===== config.mk =====
export PLATFORM = sky130hd
export DESIGN_NAME = sixteen_bit_divider
export DESIGN_NICKNAME = d
export VERILOG_FILES = /design/src/rtl/div_pkg.sv /design/src/rtl/sixteen_bit_div_step.sv /design/src/rtl/sixteen_bit_divider.sv
export SDC_FILE = /design/constraint.sdc
export NUM_CORES = 1
export LEC_CHECK = 0
export CORE_ASPECT_RATIO = 1.2
export CORE_UTILIZATION = 45
export CTS_BUF_LIST = sky130_fd_sc_hd__clkbuf_8
export DETAILED_ROUTE_END_ITERATION = 10
export PLACE_DENSITY_LB_ADDON = 0.3
export SLEW_MARGIN = 20
export SYNTH_ARGS = -nofsm -noshare
export SYNTH_HDL_FRONTEND = slang
export SYNTH_HIERARCHICAL = 1
export SYNTH_SLANG_ARGS = --single-unit

===== constraint.sdc =====
create_clock -name clk -period 5.6 [get_ports clk]
set_clock_uncertainty 0.05 [all_clocks]
set_input_delay 1.12 -clock clk [delete_from_list [all_inputs] [get_ports clk]]
set_output_delay 1.12 -clock clk [all_outputs]
set_load 0.05 [all_outputs]

===== src/rtl/div_pkg.sv =====
// Shared constants, state encoding and helpers for the iterative restoring divider.
package div_pkg;

    localparam int WIDTH = 16;
    localparam int ITERS = WIDTH;
    localparam int CNT_W = $clog2(ITERS);

    localparam logic [CNT_W-1:0] LAST_STEP = CNT_W'(ITERS - 1);
    localparam logic [WIDTH-1:0] DIV_ZERO_QUOTIENT = '1;

    typedef enum logic [1:0] {
        IDLE,
        CALC,
        DONE
    } state_t;

    function automatic logic [WIDTH-1:0] negate(input logic [WIDTH-1:0] v);
        return ~v + 1'b1;
    endfunction

endpackage


===== src/rtl/sixteen_bit_div_step.sv =====
// One combinational restoring step: shift in a dividend bit, trial-subtract, keep or restore.
// Zero latency; no flow control.
module sixteen_bit_div_step
    import div_pkg::*;
(
    input  logic [WIDTH:0]   rem_in,
    input  logic             dvd_bit,
    input  logic [WIDTH-1:0] divisor,
    output logic [WIDTH:0]   rem_out,
    output logic             q_bit
);

    logic [WIDTH+1:0] shifted;
    logic [WIDTH+1:0] diff;
    logic             borrow;

    // The partial remainder is always below the divisor, so the shifted value fits in
    // WIDTH+1 bits and the extra top bit of diff is a clean borrow flag.
    assign shifted = {rem_in, dvd_bit};
    assign diff    = shifted - {2'b00, divisor};
    assign borrow  = diff[WIDTH+1];

    assign rem_out = borrow ? shifted[WIDTH:0] : diff[WIDTH:0];
    assign q_bit   = ~borrow;

endmodule


===== src/rtl/sixteen_bit_divider.sv =====
// Iterative 16-bit restoring divider (quotient + remainder), optional signed mode via DIVIDER_SIGNED_EN.
// Latency 16 cycles from accepting edge to done, 1 cycle for a zero divisor; start ignored while not IDLE.
module sixteen_bit_divider
    import div_pkg::*;
(
    input  logic             clk,
    input  logic             rst_n,
    input  logic             start,
    input  logic [WIDTH-1:0] operator_1,
    input  logic [WIDTH-1:0] operator_2,
`ifdef DIVIDER_SIGNED_EN
    input  logic             is_signed,
`endif
    output logic [WIDTH-1:0] quotient,
    output logic [WIDTH-1:0] remainder,
    output logic             busy,
    output logic             done,
    output logic             div_by_zero
);

    state_t           state;
    logic [CNT_W-1:0] count;
    logic [WIDTH:0]   rem_acc;
    logic [WIDTH-1:0] dvd_acc;
    logic [WIDTH-1:0] dsr;

    logic [WIDTH:0]   rem_next;
    logic             q_bit;
    logic [WIDTH-1:0] q_raw;
    logic [WIDTH-1:0] r_raw;
    logic [WIDTH-1:0] q_final;
    logic [WIDTH-1:0] r_final;
    logic [WIDTH-1:0] op_a;
    logic [WIDTH-1:0] op_b;

    sixteen_bit_div_step u_step (
        .rem_in  (rem_acc),
        .dvd_bit (dvd_acc[WIDTH-1]),
        .divisor (dsr),
        .rem_out (rem_next),
        .q_bit   (q_bit)
    );

    assign q_raw = {dvd_acc[WIDTH-2:0], q_bit};
    assign r_raw = rem_next[WIDTH-1:0];

`ifdef DIVIDER_SIGNED_EN
    logic op1_neg;
    logic op2_neg;
    logic neg_q;
    logic neg_r;

    assign op1_neg = is_signed & operator_1[WIDTH-1];
    assign op2_neg = is_signed & operator_2[WIDTH-1];
    assign op_a    = op1_neg ? negate(operator_1) : operator_1;
    assign op_b    = op2_neg ? negate(operator_2) : operator_2;

    // Quotient truncates toward zero; remainder follows the dividend's sign.
    assign q_final = neg_q ? negate(q_raw) : q_raw;
    assign r_final = neg_r ? negate(r_raw) : r_raw;
`else
    assign op_a    = operator_1;
    assign op_b    = operator_2;
    assign q_final = q_raw;
    assign r_final = r_raw;
`endif

    always_ff @(posedge clk) begin
        if (!rst_n) begin
            state       <= IDLE;
            count       <= '0;
            rem_acc     <= '0;
            dvd_acc     <= '0;
            dsr         <= '0;
            quotient    <= '0;
            remainder   <= '0;
            busy        <= 1'b0;
            done        <= 1'b0;
            div_by_zero <= 1'b0;
`ifdef DIVIDER_SIGNED_EN
            neg_q       <= 1'b0;
            neg_r       <= 1'b0;
`endif
        end else begin
            done <= 1'b0;
            case (state)
                IDLE: begin
                    if (start) begin
                        if (operator_2 == '0) begin
                            state       <= DONE;
                            done        <= 1'b1;
                            quotient    <= DIV_ZERO_QUOTIENT;
                            remainder   <= operator_1;
                            div_by_zero <= 1'b1;
                        end else begin
                            state       <= CALC;
                            busy        <= 1'b1;
                            count       <= '0;
                            rem_acc     <= '0;
                            dvd_acc     <= op_a;
                            dsr         <= op_b;
                            div_by_zero <= 1'b0;
`ifdef DIVIDER_SIGNED_EN
                            neg_q       <= op1_neg ^ op2_neg;
                            neg_r       <= op1_neg;
`endif
                        end
                    end
                end
                CALC: begin
                    rem_acc <= rem_next;
                    dvd_acc <= q_raw;
                    count   <= count + 1'b1;
                    if (count == LAST_STEP) begin
                        state     <= DONE;
                        busy      <= 1'b0;
                        done      <= 1'b1;
                        quotient  <= q_final;
                        remainder <= r_final;
                    end
                end
                DONE: begin
                    state <= IDLE;
                end
                default: begin
                    state <= IDLE;
                end
            endcase
        end
    end

endmodule


Yosys cells after proc, flatten, opt, wreduce, memory -nomap -nowiden
Index checks and enable logic that the tools add are counted.
{"block": "classes", "mux": 30, "bitwise": 2, "n_lt_le_gt_ge": 0, "mul": 0, "n_div": 0, "eq_ne": 6, "n_reduce_logical": 9, "addsub": 2, "shifts": 0}
{"cell": "16-bit 2-to-1 mux", "n": 8}
{"cell": "16-bit one-hot mux with 2 select lines", "n": 3}
{"cell": "17-bit 2-to-1 mux", "n": 3}
{"cell": "17-bit one-hot mux with 2 select lines", "n": 1}
{"cell": "18-bit by 16-bit subtractor with 18-bit output", "n": 1}
{"cell": "16-bit logical NOT", "n": 1}
{"cell": "4-bit 2-to-1 mux", "n": 2}
{"cell": "2-bit != test, second input constant", "n": 4}
{"cell": "4-bit one-hot mux with 2 select lines", "n": 1}
{"cell": "4-bit AND reduction", "n": 2}
{"cell": "1-bit 2-to-1 mux", "n": 6}
{"cell": "2-bit 2-to-1 mux", "n": 3}
{"cell": "3-bit AND reduction", "n": 2}
{"cell": "4-bit by 1-bit adder with 4-bit output, second input constant", "n": 1}
{"cell": "4-bit == test, second input constant", "n": 1}
{"cell": "1-bit one-hot mux with 2 select lines", "n": 2}
{"cell": "2-bit one-hot mux with 2 select lines", "n": 1}
{"cell": "2-bit AND reduction", "n": 2}
{"cell": "2-bit by 1-bit == test with 1-bit output, second input constant", "n": 1}
{"cell": "2-bit logical NOT", "n": 1}
{"cell": "1-bit NOT", "n": 2}
{"cell": "2-bit nonzero test", "n": 1}
{"block": "word_totals", "latchBits": 0, "out_inout_bits": 35, "mem_bits_rw": 0, "reg_bits": 90, "in_bits": 35, "mem_bits_ro": 0, "mem_count": 0, "elab_cells": 59}

Logic depth before layout (Yosys ltp)
{"block": "depth", "word_depth": 4, "depth_mapped": 14, "ltp_nobuf": 13}

Hierarchy
Netlist, hierarchy kept.
{"mod": "sixteen_bit_divider", "cells_per_inst": 385, "seq_area_each_um2": 1801.7, "instances": 1, "area_each_um2": 3708.6}
{"mod": "sixteen_bit_div_step", "cells_per_inst": 148, "seq_area_each_um2": 0.0, "instances": 1, "area_each_um2": 1151.1}

Worst setup path after synthesis
OpenSTA, ideal clock, no wires.
{"block": "synth_timing", "path_type": "flip-flop to flip-flop", "startpoint": "register dsr[8]", "endpoint": "register remainder[0]", "setup_ps": 72, "stages_incl_launch_ff": 13, "period_less_slack_ps": 2875, "arrival_time_ps": 2754, "slack_ps": 2725, "path_buffers": 1, "required_time_ps": 5478, "cell_sequence": "dfxtp_1 > inv_1 > ha_1 > nand2_2 > or4_1 > a31oi_2 > nor3_4 > xnor2_4 > buf_12 > mux2i_1 > nor2_1 > or3_1 > mux2i_1"}
{"block": "synth_between", "elab_chain_cells": 4}
{"element": "start: declaration", "line_no": "sixteen_bit_divider.sv:25", "rtl": "logic [WIDTH-1:0] dsr;"}
{"element": "start signal: assignment", "line_no": "sixteen_bit_divider.sv:101", "rtl": "dsr <= op_b;"}
{"element": "18-bit by 16-bit subtractor with 18-bit output", "line_no": "sixteen_bit_div_step.sv:20", "rtl": "assign diff = shifted - {2'b00, divisor};"}
{"element": "17-bit 2-to-1 mux", "line_no": "sixteen_bit_div_step.sv:23", "rtl": "assign rem_out = borrow ? shifted[WIDTH:0] : diff[WIDTH:0];"}
{"element": "named net rem_next[0]", "line_no": "sixteen_bit_divider.sv:27", "rtl": "logic [WIDTH:0] rem_next;"}
{"element": "16-bit 2-to-1 mux", "line_no": "sixteen_bit_divider.sv:114", "rtl": "if (count == LAST_STEP) begin"}
{"element": "16-bit one-hot mux with 2 select lines", "line_no": "sixteen_bit_divider.sv:86", "rtl": "case (state)"}
{"element": "end signal: assignment", "line_no": "sixteen_bit_divider.sv:93", "rtl": "remainder <= operator_1;"}
{"element": "end signal: assignment", "line_no": "sixteen_bit_divider.sv:119", "rtl": "remainder <= r_final;"}
{"element": "end: declaration", "line_no": "sixteen_bit_divider.sv:15", "rtl": "output logic [WIDTH-1:0] remainder,"}
The timed path passes the listed nets, and every way through them passes these cells. The select of a mux whose other input is x is not followed.
A chain may end at the register's enable or synchronous reset.

Worst setup path in the final report
{"block": "layout_timing", "startpoint": "register dsr[12]", "endpoint": "register remainder[1]"}
Same word-level chain as after synthesis.

==> results.txt <==
Status - completed
# setup viols final - 0
Maximum number of pins on one net before global-route repair - 71
FF-to-FF path depth - 11
1st-iter DRT viols - 368
# nets final - 628
Delay-heaviest family, CP - simple AND/OR/NAND/NOR gates
Post-CTS Setup Bufs - 0
Synth cell types - 57
Met3 usage - 3.68%
Die area - 11200 µm²
Reg-to-reg critical path startpoint - dsr[12]$_SDFFE_PN0P_
CTS Buffer Depth - 2
First-pass GRT wire length - 19.2 mm
Total placed cells including tap cells - 693
CTS tree - done
CTS root buf - clkbuf_8
FMAX - 0.284 GHz
Clock Pin Slew Worst Setup and Hold Paths - 0.09 ns
Worst slew pin tran - 0.881 ns
Slew headroom - 41.3%
Synth Flop Type - dfxtp_1
Tmin final - 3.52 ns
Delay of the slowest critical-path stage - 0.65 ns
Vias per cell - 5.72
Initial antenna violation count - 0
Crit path max-delay cell type - xnor2_4
Routed len/inst - 16.0 µm
H-tree depth - 3
Mapped Cells - 533
RSZ-0062 raised after global routing - no
GRT Residual Overflow - 0
IO Pins - 70
Critical Path RT - 5.85 ns
Final WL - 11.4 mm
Crit path max fanout - 19
EDFF count, synth - 0
Final Max Slew Viols - 0
Crit. End Element - flop
Fin cells - 709
Placer congestion estimate - 0.916
Synth async-reset ratio - 0%
Hold_buf cts - 0
R2r endpoint - remainder[1]$_SDFFE_PN0P_
Hold endpoint - remainder[6]$_SDFFE_PN0P_
ANT nets after route - 0
Die X - 96.9 µm
IO Port Bufs - 69
Final Hold Vio Count - 0
P per Cell Area - 552 nW/µm²
Register area share after synthesis - 37.1%
CP dominant cell by count - mux2i_1
Leak pwr - 2.13 nW
CTS resizes - 0
Initial Utilization - 46.2%
Via count - 4059
Final period util - 62.8%
Flop2flop setup slack - 2.08 ns
WS Path Type - flop to flop
Die height - 116 µm
Ant diodes - 0
GRT met2 Usage - 35.9%
HP Start - remainder[6]$_SDFFE_PN0P_
CP bufs+invs - 1
Mean Syn Cell Area - 9.12 µm²
Max IR drop VDD - 404 µV
Row cnt - 41
Post-synthesis sequential element count - 90
Core area - 10500 µm²
GRT busiest layer - met2
Crit start category - flop
Clock Latency Late Sink - 0.37 ns
Share of layout cells above drive strength 1 - 11.4%
Worst path cell trace - inv_1 -> ha_1 -> nand4_1 -> or4_1 -> a31oi_2 -> nor3_4 -> xnor2_4 -> mux2i_1 -> nor2_1 -> or3_1 -> mux2i_1
Post-DP HPWL - 7.96 mm
Worst Path Arrival - 3.77 ns
Vias in the first global route - 3892
GRT met1 Usage - 27.0%
Ys Warns - 6
Gr usage total - 21.0%
Mapped Area - 4860 µm²
Max cap viols - 0
Min-Delay Path Depth - 2
Min-delay worst type - flop to flop
Syn Nets - 586
Clk sinks - 90
P&R area growth vs syn - 17.4%
# DRC - 0
DR pass1 iterations - 5
Total negative slack - 0 ns
Cts bufs inserted - 9
-- worst reg2reg max path, stage by stage (launching register included) --
cell	delay [ns]
dfxtp_1	0.35
inv_1	0.05
ha_1	0.43
nand4_1	0.22
or4_1	0.46
a31oi_2	0.21
nor3_4	0.07
xnor2_4	0.65
mux2i_1	0.37
nor2_1	0.10
or3_1	0.36
mux2i_1	0.13
-- routing by layer --
layer  share of wire [%]  vias to the layer above
li1                    -                     2016
met1                  47                     1911
met2                  47                      117
met3                 4.8                       15
met4                 1.4                        0
met5                   0                        -
-- cell families (layout without fill, tap and decap cells) --
group	Yosys count	count (layout)	synth area share, %
DFF	90	90	37.1
and+or+nand+nor	173	173	16.5
AOI/OAI and AO/OA	123	123	19.5
buffers and inverters	63	110	7.65
adders and majority gates	18	18	4.79
xor gates and xnor gates	16	16	3.27
muxes	50	50	11.2
-- final cells by class --
cell class | instances | area (µm²)
well taps | 129 | 161
fillers | 950 | 4810
flip-flops and latches | 90 | 1800
clock buffers | 11 | 151
multi-input cells | 380 | 2710
repair buffers | 74 | 723
inverters | 20 | 75.1
clock inverters | 5 | 85.1
-- metrics by stage --
step / area, µm² / utilization [%] / setup slack (ns) / hold WS (ns) / power, mW
after floorplan: 4860 / - / 2.72 / 0.393 / 2.37
after global placement: 5470 / 52.0 / 1.91 / 0.398 / 2.57
after detailed placement: 5470 / 52.0 / 1.88 / 0.399 / 2.61
after CTS: 5700 / 54.2 / 2.09 / 0.412 / 3.14
after global routing: 5700 / 54.2 / 1.88 / 0.429 / 3.35
final: 5700 / 54.2 / 2.08 / 0.413 / 3.15
-- sequential cells by signal, indices dropped and copies added, names as in the netlist --
name / flops
busy: 1
dvd_acc: 16
count: 4
done: 1
div_by_zero: 1
dsr: 16
remainder: 16
quotient: 16
rem_acc: 17
state: 2
-- worst max-delay path by stage --
stage,start,endpoint,cells past startpoint
3_3_place_gp,operator_2[10],dvd_acc[10]$_SDFFE_PN0P_,5
2_1_floorplan,dsr[8]$_SDFFE_PN0P_,remainder[0]$_SDFFE_PN0P_,12
6_report,dsr[12]$_SDFFE_PN0P_,remainder[1]$_SDFFE_PN0P_,11
3_5_place_dp,operator_2[10],dvd_acc[11]$_SDFFE_PN0P_,5
5_1_grt,dsr[12]$_SDFFE_PN0P_,remainder[0]$_SDFFE_PN0P_,11
4_1_cts,dsr[12]$_SDFFE_PN0P_,remainder[1]$_SDFFE_PN0P_,11
-- cell usage after synthesis, drive strengths merged, types with 2 or more instances --
library cell,number,area [µm²]
a211oi,4,30.0
a21oi,26,138
a222oi,16,160
a22oi,2,15.0
a31oi,3,25.0
and3,2,12.5
buf,31,251
clkbuf,12,45.0
dfxtp,90,1800
ha,17,213
inv,20,75.1
mux2,16,203
mux2i,34,340
nand2,51,194
nand2b,5,31.3
nand3,26,130
nand4,3,18.8
nor2,58,218
nor2b,2,12.5
nor4,4,25.0
o2111ai,2,17.5
o211ai,4,35.0
o21ai,26,130
o21bai,2,18.8
o221a,16,180
o2bb2ai,16,140
or3,15,93.8
xnor2,11,115
xor2,5,43.8
-- where the power goes --
| part | total [mW] | switching (mW) | internal, mW | leakage, nW |
|---|---|---|---|---|
| sequential | 0.788 | 0.0693 | 0.719 | 0.734 |
| clock | 0.521 | 0.243 | 0.278 | 0.116 |
| combinational | 1.84 | 0.970 | 0.871 | 1.27 |
-- cell usage in the layout, fill, tap and decap left out, types with 6 or more instances in the layout --
cell type	instances
mux2i_1	34
xnor2_1	10
o21ai_1	8
o221a_2	15
o2bb2ai_1	16
mux2_2	10
clkbuf_8	11
nand2_1	50
or3_1	15
mux2_4	6
clkdlybuf4s50_1	68
o21ai_0	18
dfxtp_1	90
nor2_1	58
ha_1	17
a21oi_1	24
nand3_1	26
a222oi_1	16
inv_1	20
(Power assumes the default switching activity.)
==> RTL change, RTL diff (config.mk and constraints unchanged) <==
Encoding of `state_t`: now one-hot (3 bits for 3 states).
--- a/src/rtl/div_pkg.sv
+++ b/src/rtl/div_pkg.sv
@@ -9,8 +9,8 @@
     localparam logic [WIDTH-1:0] DIV_ZERO_QUOTIENT = '1;
 
-    typedef enum logic [1:0] {
-        IDLE,
-        CALC,
-        DONE
+    typedef enum logic [2:0] {
+        IDLE = 3'b001,
+        CALC = 3'b010,
+        DONE = 3'b100
     } state_t;
 
Formal check against the unedited RTL: no difference found for any inputs over 10 cycles, from zero or initial values and one cycle with rst_n low; not proved beyond that.
==> RTL change against the unedited design <==
- cell area increased by 1.6%
- highest routed layer unchanged
- worst setup slack got worse by 0.13 ns
- sequential cell count rose by 1
- synthesized area increased by 1.2%
- critical path depth down 5
- wire length up 15%
- register-to-register slack gained 0.099 ns
Power is not compared: it rests on default switching activity, and its combinational part moved more than twofold at a synthesized area within 25%.
==> RTL change: results (changes against the unedited design) <==
The total length of routed met3 wires was 592 um (+7.8%); the non-clock buffer total of the final layout was 77 (+4.1%). Summed over all cells, the static leakage comes to 2.273 nW. By area the synthesized netlist is led by sky130_fd_sc_hd__dfxtp_1 37%, sky130_fd_sc_hd__o221a_1 7.3%, sky130_fd_sc_hd__nand2_1 6.3%, sky130_fd_sc_hd__nand3_1 5.7%, sky130_fd_sc_hd__a21oi_1 4.4%.

Average via count per standard cell: 6.012 (+5.0%). The kind of cell with the highest combined delay along the critical path is compound AO/OA/AOI/OAI gates. The tools report the aggregate global-route resource usage as 0.2372 (+0.02752).

The area of the multi-input gates is 2784 sq um (+2.9%), and the wire length reported by the detailed router is 13,100 um (+15%). The wire length on met2 came out at 6265 um (+17%). The share of final-layout standard cells stronger than drive strength 1 is 0.09076 (-0.02303), and the wire length of the first global-routing pass is 21,750 um (+13%). The largest net degree at the start of global routing is 52 (-27%). The logs give 4,311 (+11%) for the via count of the first global-routing pass and 9245 um (+16%) for the placed wire-length estimate. The tools report the count of fill cells added during filler insertion as 1,012 (+6.5%). The largest individual stage delay along the critical path comes from the cell sky130_fd_sc_hd__o41ai_4. The inverter count of the layout excluding clock inverters is 20 (unchanged), and the sum of routed wire segments on met1 is 5906 um (+11%). The run gives 613 (+4.6%) as the total nets after synthesis.

The met1 routing resource usage after global routing came out at 0.3040 (+0.03371). The run finished with clean final reports. After synthesis, the most frequently instantiated cells are 91 x sky130_fd_sc_hd__dfxtp_1, 83 x sky130_fd_sc_hd__nand2_1, 56 x sky130_fd_sc_hd__nand3_1, 43 x sky130_fd_sc_hd__a21oi_1, 32 x sky130_fd_sc_hd__o221a_1.

The worst stage delay on the critical path works out to 0.89 ns (+0.24 ns). The proportion of cell area occupied by registers was 0.3143 (-0.001593). The worst slew margin relative to its limit was 0.3528 (-0.05980). The global routing usage on met3 is 0.04548 (+0.008690).

The top fanout value on the critical path was 32 (+13). The count of multi-input gates came out at 402 (+5.8%). The run gives 0.8267 (-9.8%) as the placer's final routability congestion estimate. The worst path arrival time is 3.92 ns (+0.15 ns).
==> RTL change: changes by cell type in the layout (fill, tap and decap cells not counted), sizes merged, moves of 5 or more <==
cell / delta
or4: +5
o211a: +16
nand4: +15
a31oi: +15
o2bb2ai: -16
o221a: +16
mux2i: -30
or3: -15
a222oi: -16
a21oi: +19
nand3: +30
nand2: +33
nor2: -48
clkinv: +5
==> RTL change: kinds of logic after synthesis <==
kind of cell | share of synthesized area
AO/OA/AOI/OAI | 0.2371
XOR/XNOR | 0.03231
adder cells (fa/ha/maj) | 0.04732
buffers and inverters | 0.06767
flip-flops | 0.3704
multiplexers | 0.04706
AND/OR/NAND/NOR | 0.1982
==> RTL change: path summary, 6_finish.rpt <==
kind / from / endpoint / slack (ns) / cells past startpoint
min: div_by_zero$_SDFFE_PN0P_ / div_by_zero$_SDFFE_PN0P_ / 0.43 / 2
max reg2reg: dsr[12]$_SDFFE_PN0P_ / remainder[4]$_SDFFE_PN0P_ / 2.18 / 11
min reg2reg: div_by_zero$_SDFFE_PN0P_ / div_by_zero$_SDFFE_PN0P_ / 0.43 / 2
max: operator_2[10] / quotient[13]$_SDFFE_PN0P_ / 1.95 / 6
==> RTL change: power groups by stage <==
stage	clock, mW	sequential [mW]	combinational (mW)
after floorplan	0	0.786	0.248
after global routing	0.491	0.721	0.451
final	0.458	0.717	0.418
after global placement	0	0.730	0.410
after detailed placement	0	0.730	0.413
after CTS	0.465	0.716	0.416
==> RTL change: through the flow <==
stage          hold slack [ns]  area, sq um  std cells  worst slack (ns)
2_1_floorplan           0.3975         4918        560             2.702
3_3_place_gp            0.3967         5593        719             1.659
3_5_place_dp            0.4225         5593        719             1.601
4_1_cts                 0.4355         5796        735             1.978
5_1_grt                 0.4661         5796        735             1.801
6_report                0.4269         5796        735             1.947
